`config.mk`:
```
export PLATFORM = sky130hd
export DESIGN_NAME = step_phase_decoder
export DESIGN_NICKNAME = d
export VERILOG_FILES = /design/src/rtl/step_phase_decoder.sv
export SDC_FILE = /design/constraint.sdc
export NUM_CORES = 1
export LEC_CHECK = 0
export CORE_MARGIN = 10
export CORE_UTILIZATION = 60
export CTS_BUF_LIST = sky130_fd_sc_hd__clkbuf_8
export DETAILED_ROUTE_END_ITERATION = 16
export PLACE_DENSITY = 0.82
export SYNTH_ARGS = -nofsm -noshare
export SYNTH_HDL_FRONTEND = slang
export SYNTH_SLANG_ARGS = --single-unit
```
`constraint.sdc`:
```
create_clock -name clk -period 4.55 [get_ports clk]
set_input_delay 0.91 -clock clk [delete_from_list [all_inputs] [get_ports clk]]
set_output_delay 0.91 -clock clk [all_outputs]
set_load 0.05 [all_outputs]
```
`src/rtl/step_phase_decoder.sv`:
```
// Tracks a full-step coil pattern and reconstructs signed position, direction,
// motion status and sequence faults from the filtered phase sequence.
module step_phase_decoder #(
    parameter int POS_W         = 16,
    parameter int STABLE_CYCLES = 4,
    parameter int IDLE_TIMEOUT  = 1000000
) (
    input  logic             clk,
    input  logic             rst,
    input  logic [3:0]       signal_in,
    input  logic             home,
    input  logic             clear_err,
    output logic [POS_W-1:0] position,
    output logic             dir,
    output logic             step_pulse,
    output logic             moving,
    output logic             coils_off,
    output logic             skip_err,
    output logic             pattern_err
);
    localparam int CNT_W  = $clog2(STABLE_CYCLES + 1);
    localparam int IDLE_W = $clog2(IDLE_TIMEOUT + 1);
    localparam logic [CNT_W-1:0]  CNT_LAST  = CNT_W'(STABLE_CYCLES - 1);
    localparam logic [CNT_W-1:0]  CNT_MAX   = CNT_W'(STABLE_CYCLES);
    localparam logic [IDLE_W-1:0] IDLE_LOAD = IDLE_W'(IDLE_TIMEOUT);

    typedef enum logic [0:0] {NO_REF = 1'b0, TRACK = 1'b1} state_t;

    // Returns {legal, phase index}; index order P0..P3 is forward rotation.
    function automatic logic [2:0] phase_of(input logic [3:0] pat);
        case (pat)
            4'b1100: phase_of = 3'b100;
            4'b0110: phase_of = 3'b101;
            4'b0011: phase_of = 3'b110;
            4'b1001: phase_of = 3'b111;
            default: phase_of = 3'b000;
        endcase
    endfunction

    logic [3:0]        sig_meta_r, sig_sync_r, prev_r, last_acc_r;
    logic              home_meta_r, home_sync_r;
    logic [CNT_W-1:0]  cnt_r;
    logic [IDLE_W-1:0] idle_r;
    logic [1:0]        ref_r, ref_d, delta_s;
    logic [2:0]        ph_s;
    logic              accept_s, fwd_s, rev_s, skip_s, perr_s, coils_set_s, coils_clr_s;
    state_t            state_r, state_d;

    assign ph_s     = phase_of(sig_sync_r);
    assign delta_s  = ph_s[1:0] - ref_r;
    // A pattern already accepted is not re-accepted, so a glitch back to it is silent.
    assign accept_s = (sig_sync_r == prev_r) && (cnt_r == CNT_LAST) && (sig_sync_r != last_acc_r);

    // Input synchronizers and stability filter
    always_ff @(posedge clk or posedge rst) begin
        if (rst) begin
            sig_meta_r  <= 4'b0000;
            sig_sync_r  <= 4'b0000;
            home_meta_r <= 1'b0;
            home_sync_r <= 1'b0;
            prev_r      <= 4'b0000;
            last_acc_r  <= 4'b0000;
            cnt_r       <= '0;
        end else begin
            sig_meta_r  <= signal_in;
            sig_sync_r  <= sig_meta_r;
            home_meta_r <= home;
            home_sync_r <= home_meta_r;
            prev_r      <= sig_sync_r;
            if (sig_sync_r != prev_r) begin
                cnt_r <= '0;
            end else if (cnt_r != CNT_MAX) begin
                cnt_r <= cnt_r + CNT_W'(1);
            end
            if (accept_s) begin
                last_acc_r <= sig_sync_r;
            end
        end
    end

    // FSM state and phase reference
    always_ff @(posedge clk or posedge rst) begin
        if (rst) begin
            state_r <= NO_REF;
            ref_r   <= 2'd0;
        end else begin
            state_r <= state_d;
            ref_r   <= ref_d;
        end
    end

    // Classify each accepted pattern against the reference
    always_comb begin
        state_d     = state_r;
        ref_d       = ref_r;
        fwd_s       = 1'b0;
        rev_s       = 1'b0;
        skip_s      = 1'b0;
        perr_s      = 1'b0;
        coils_set_s = 1'b0;
        coils_clr_s = 1'b0;
        if (accept_s) begin
            if (sig_sync_r == 4'b0000) begin
                coils_set_s = 1'b1;
            end else if (!ph_s[2]) begin
                coils_clr_s = 1'b1;
                perr_s      = 1'b1;
            end else begin
                coils_clr_s = 1'b1;
                case (state_r)
                    NO_REF: begin
                        ref_d   = ph_s[1:0];
                        state_d = TRACK;
                    end
                    TRACK: begin
                        ref_d = ph_s[1:0];
                        case (delta_s)
                            2'd1:    fwd_s  = 1'b1;
                            2'd3:    rev_s  = 1'b1;
                            2'd2:    skip_s = 1'b1;
                            default: ref_d  = ref_r;
                        endcase
                    end
                    default: state_d = NO_REF;
                endcase
            end
        end else begin
            state_d = state_r;
        end
    end

    // Position, direction, pulse and coil status
    always_ff @(posedge clk or posedge rst) begin
        if (rst) begin
            position   <= '0;
            dir        <= 1'b1;
            step_pulse <= 1'b0;
            coils_off  <= 1'b1;
        end else begin
            step_pulse <= fwd_s | rev_s;
            if (home_sync_r) begin
                position <= '0;
            end else if (fwd_s) begin
                position <= position + POS_W'(1);
            end else if (rev_s) begin
                position <= position - POS_W'(1);
            end
            if (fwd_s) begin
                dir <= 1'b1;
            end else if (rev_s) begin
                dir <= 1'b0;
            end
            if (coils_set_s) begin
                coils_off <= 1'b1;
            end else if (coils_clr_s) begin
                coils_off <= 1'b0;
            end
        end
    end

    // Motion timeout and sticky error flags
    always_ff @(posedge clk or posedge rst) begin
        if (rst) begin
            idle_r      <= '0;
            moving      <= 1'b0;
            skip_err    <= 1'b0;
            pattern_err <= 1'b0;
        end else begin
            if (fwd_s || rev_s) begin
                idle_r <= IDLE_LOAD;
                moving <= 1'b1;
            end else if (idle_r != '0) begin
                idle_r <= idle_r - IDLE_W'(1);
                if (idle_r == IDLE_W'(1)) begin
                    moving <= 1'b0;
                end
            end
            if (skip_s) begin
                skip_err <= 1'b1;
            end else if (clear_err) begin
                skip_err <= 1'b0;
            end
            if (perr_s) begin
                pattern_err <= 1'b1;
            end else if (clear_err) begin
                pattern_err <= 1'b0;
            end
        end
    end
endmodule

```
* After elaboration in Yosys (flattened, before gate mapping)
Cells that the tools add are included.
Storage, ports and cells: input bits 8, register bits 66, logic and storage cells 98, output and inout port bits 22, memories kept 0, bits in read-only memories 0, RAM bits 0, latch bits 0
Cells by class: shift-type cells 0, $mul 0, bitwise operators 3, add/subtract/negate cells 5, $lt $le $gt $ge 0, divide/modulo/power cells 0, muxes and demuxes 42, eq/ne operators 14, reductions and logical operators 17
Operator list (count):
- $mux W16 | 3
- $mux W20 | 2
- $mux W1 | 32
- $eq A20 B1 Y1 const B | 1
- $reduce_bool A20 Y1 | 1
- $sub A20 B1 Y20 const B | 1
- $add A16 B1 Y16 const B | 1
- $sub A16 B1 Y16 const B | 1
- $reduce_bool A2 Y1 | 7
- $pmux W3 S4 | 1
- $eq A4 B4 Y1 const B | 2
- $ne A4 B4 Y1 | 2
- $mux W3 | 2
- $eq A2 B2 Y1 const B | 2
- $eq A4 B2 Y1 const B | 1
- $eq A4 B3 Y1 const B | 1
- $eq A4 B4 Y1 | 1
- $logic_not A4 Y1 | 1
- $pmux W2 S2 | 1
- $reduce_and A4 Y1 | 1
- $add A3 B1 Y3 const B | 1
- $eq A3 B2 Y1 const B | 1
- $ne A3 B3 Y1 const B | 1
- $reduce_and A3 Y1 | 1
- 11 further kinds | 13

* Logic depth before layout (Yosys ltp)
depth in word-level cells 12, mapped depth 17, mapped depth without buffers 15

* Worst setup path after synthesis
No wires, ideal clock.
kind register -> register, start point register sig_sync_r[1], end point register position[15], required time 4463 ps, clock period less this slack 3979 ps, setup slack 571 ps, arrival 3893 ps, path buffers 4, stages on the path, launching flop included 18, library setup time 87 ps, path through dfrtp_1 buf_6 xor2_1 nor4_2 and3_1 buf_6 nand4b_2 buf_4 clkinv_2 nand2_1 ha_1 clkbuf_1 a21o_1 a21oi_1 or4b_2 mux2i_1 a31oi_1 o211ai_1
On the way: cells in the longest elaborated chain, start to end 11, elaborated cells between the ends (all ways) 26, classes of those cells 1 x add/sub; 8 x eq/ne; 13 x mux; 4 x reduce/logical
Ends and longest elaborated chain:
- start, declared | line 40 | logic [3:0] sig_meta_r, sig_sync_r, prev_r, last_acc_r;
- start signal, assigned | line 66 | sig_sync_r <= sig_meta_r;
- $eq A4 B4 Y1, or another cell as far along | line 31 | case (pat)
- $pmux W3 S4 | line 31
- $sub A2 B2 Y2 | line 50 | assign delta_s = ph_s[1:0] - ref_r;
- $eq A2 B1 Y1 | line 117 | case (delta_s)
- $mux W1 | line 117
- $mux W1 | line 110 | case (state_r)
- $mux W1 | line 105 | end else if (!ph_s[2]) begin
- $mux W1 | line 103 | if (sig_sync_r == 4'b0000) begin
- $mux W1 | line 102 | if (accept_s) begin
- $mux W16 | line 143 | end else if (fwd_s) begin
- $mux W16 | line 141 | if (home_sync_r) begin
- end signal, assigned | line 144 | position <= position + POS_W'(1);
- end signal, assigned | line 146 | position <= position - POS_W'(1);
- end, declared | line 13 | output logic [POS_W-1:0] position,
Parallel ways exist; a longest one is shown, timed or not. A chain may end at the register's enable or synchronous reset.

* Worst setup path after layout
start point register sig_sync_r[1], end point register position[13]
The elaborated chain is that of the path after synthesis.

==> flow_summary.ini <==
[global_route]
use_met1_pct = 20.7
antenna_found_initial = 0
grt_pass1_wl_um = 13100
gr-usage-met3_pct = 4.75
grt_overflow = 0
grt_pass1_vias = 2784
grt_usage_pct = 16.0
grt_start_max_net_pins = 43
top_usage_layer = met2
grt_use_met2_pct = 25.3

[clock_network]
cts_setup_buffers = 0
cts.sinks = 66
htree_levels = 3
cts.clk_slew.worst_paths_ns = 0.07
cts_root_buf = clkbuf_8
cts_tree = done
cts_buffers = 9
cts_buffer_depth = 2
insertion_delay_ns = 0.35

[routing]
vias_per_cell = 5.86
drtPass1Iterations = 6
wl_um = 7440
drt-initial-drc-count = 157
drc = 0
ant_nets = 0
wl_per_cell_um = 15.6
via_count = 2802

[cells_and_area]
stdcell_area_sq_mm = 0.00424
drive_gt1_share_pct = 9.93
area_delta_synth_final_pct = 14.0
nets = 429
antenna_cells = 0

[synthesis]
synth-edff-count = 0
synth_fp_nets = 401
synth_cell_types = 58
synth_area_leader_cell = dfrtp_1
yosysWarnings = 0
synth_area_sq_mm = 0.00372
yosys_most_used_dff = dfrtp_1
synthCells = 370
synthTopCellsByCount = dfrtp_1 (64), nand2_1 (42), nor2_1 (27), xnor2_1 (27), ha_1 (22)
syn_avg_cell_area_sq_um = 10.1
synth_top_area_share_pct = 43.1
async_reset_ff_share_pct = 100
yosysSeqAreaShare_pct = 44.5
synthTopCellsByArea = dfrtp_1 (43%), ha_1 (7.4%), xnor2_1 (6.4%)
ys_seq_elements = 66
yosysMostFrequentCell = dfrtp_1

[sta]
setup_viol = 0
fin_crit_sh_pct = 91.3
tightestPinTransition_ns = 0.854
tns_ns = 0
finClkSkew_ns = 0.0111
clock.fmax_mhz = 241
slew_violations = 0
hold_viol = 0
maxSlewHeadroom_pct = 43.0
period_minus_slack_ns = 4.15
rsz0062_at_grt = false

[run_status]
status = finished, final reports clean

[critical_path]
arrival_ns = 4.37
crit_required_ns = 4.76
ff2ff_setup_slack_ns = 0.40
cp-start-kind = register
reg2reg_from = sig_sync_r[1]
r2r-end = position[13]
worstPathMaxFanout = 18
worstSetupEndpointType = register
crit_type = reg2reg
rr_worst_depth = 14

[placed_design]
numPortBuffers = 29
gp_congestion = 0.845
dp_hpwl_um = 5360
postPlaceCellArea_sq_mm = 0.00404

[floorplan]
die_w_um = 98.7
coreArea_sq_mm = 0.00596
rows = 28
dieHeight_um = 98.7
die_area_sq_mm = 0.00975
initial_core_util_pct = 62.5
io_pins = 30

[power_and_ir_drop]
power.density_mw_per_mm2 = 270
p_leak_uw = 0.00198
ir_drop_v = 0.000278

[flow_run]
cap_viol_max_count = 0

[hold_path]
hold-path-cell-count = 0
min_from = home_meta_r
hold_path.class = reg2reg
hold_end = home_sync_r
-- metrics by stage --
step                setup WS (ns)  hold slack [ns]  std cells  power (uW)  util [%]
floorplan                   0.571            0.331        370         639         -
global placement            0.482            0.332        462         651      67.8
detailed placement          0.335            0.335        462         653      67.8
CTS                         0.307            0.352        478        1160      71.2
global route               0.0258            0.354        478        1190      71.2
finish                      0.396            0.350        478        1150      71.2
-- state kept, by name, summed over array words and instances (netlist names), 2 cells and up --
signal,flops
sig_meta_r,4
cnt_r,3
last_acc_r,4
sig_sync_r,4
ref_r,2
prev_r,4
position,16
idle_r,20
-- cells by family after synthesis --
group / after synthesis / synth area share [%]
simple gates: 134 / 18.7
flops: 66 / 44.5
xor+xnor: 40 / 9.42
compound gates: 71 / 13.4
fa+ha+maj: 23 / 7.94
mux: 8 / 2.35
buf+inv: 28 / 3.77
-- final cells by class --
type,instances,area (sq um)
tap,75,93.8
inverter,13,50.0
timing repair buffer,32,313
clock inverter,6,66.3
fill,467,1710
multi-input combinational,276,1930
sequential,66,1650
clock buffer,10,138
-- placed cells by master (no fill, tap or decap), drive strengths merged, types with 9 or more instances in the layout --
| cell | count |
|---|---|
| a21oi | 18 |
| clkbuf | 10 |
| clkdlybuf4s50 | 29 |
| dfrtp | 64 |
| ha | 22 |
| inv | 14 |
| nand2 | 42 |
| nor2 | 27 |
| nor3 | 15 |
| o21ai | 9 |
| xnor2 | 27 |
| xor2 | 13 |
-- power by group --
| group | total [uW] | switching, uW | internal (uW) |
|---|---|---|---|
| sequential | 603 | 10.1 | 593 |
| clock | 507 | 238 | 269 |
| combinational | 37.0 | 21.8 | 15.2 |
-- worst max path at each step --
stage	startpoint	to	slack, ns
2_1_floorplan	sig_sync_r[1]	position[15]	0.57
3_3_place_gp	sig_sync_r[1]	position[11]	0.48
3_5_place_dp	sig_sync_r[1]	position[10]	0.34
4_1_cts	sig_sync_r[1]	position[10]	0.31
5_1_grt	sig_sync_r[1]	position[13]	0.03
6_report	sig_sync_r[1]	position[13]	0.40
-- timing repair --
action / 4_1_cts / 5_1_grt
hold buffers: 0 / 0
resized for setup: 0 / 1
endpoints found under the setup margin: 0 / 3
-- layer usage --
| metal | vias up | wire length, um | part of all wire (%) |
|---|---|---|---|
| li1 | 1368 | - | - |
| met4 | 0 | 58 | 0.78 |
| met1 | 1366 | 3510 | 47 |
| met3 | 6 | 306 | 4.1 |
| met2 | 62 | 3560 | 48 |
| met5 | - | 0 | 0 |
-- worst max-delay path, cell delays in order, from the launching register on --
cell      delay (ns)
dfrtp_1         0.49
xor2_1          0.22
nor4_2          0.40
and3_2          0.38
nand4b_2        0.15
clkinv_2        0.24
nand2_1         0.16
buf_4           0.23
ha_1            0.38
a2111o_1        0.39
a21o_1          0.19
a31oi_1         0.36
nor3_1          0.09
a31oi_1         0.20
a31oi_1         0.12
Power figures use the tool's default switching activity.
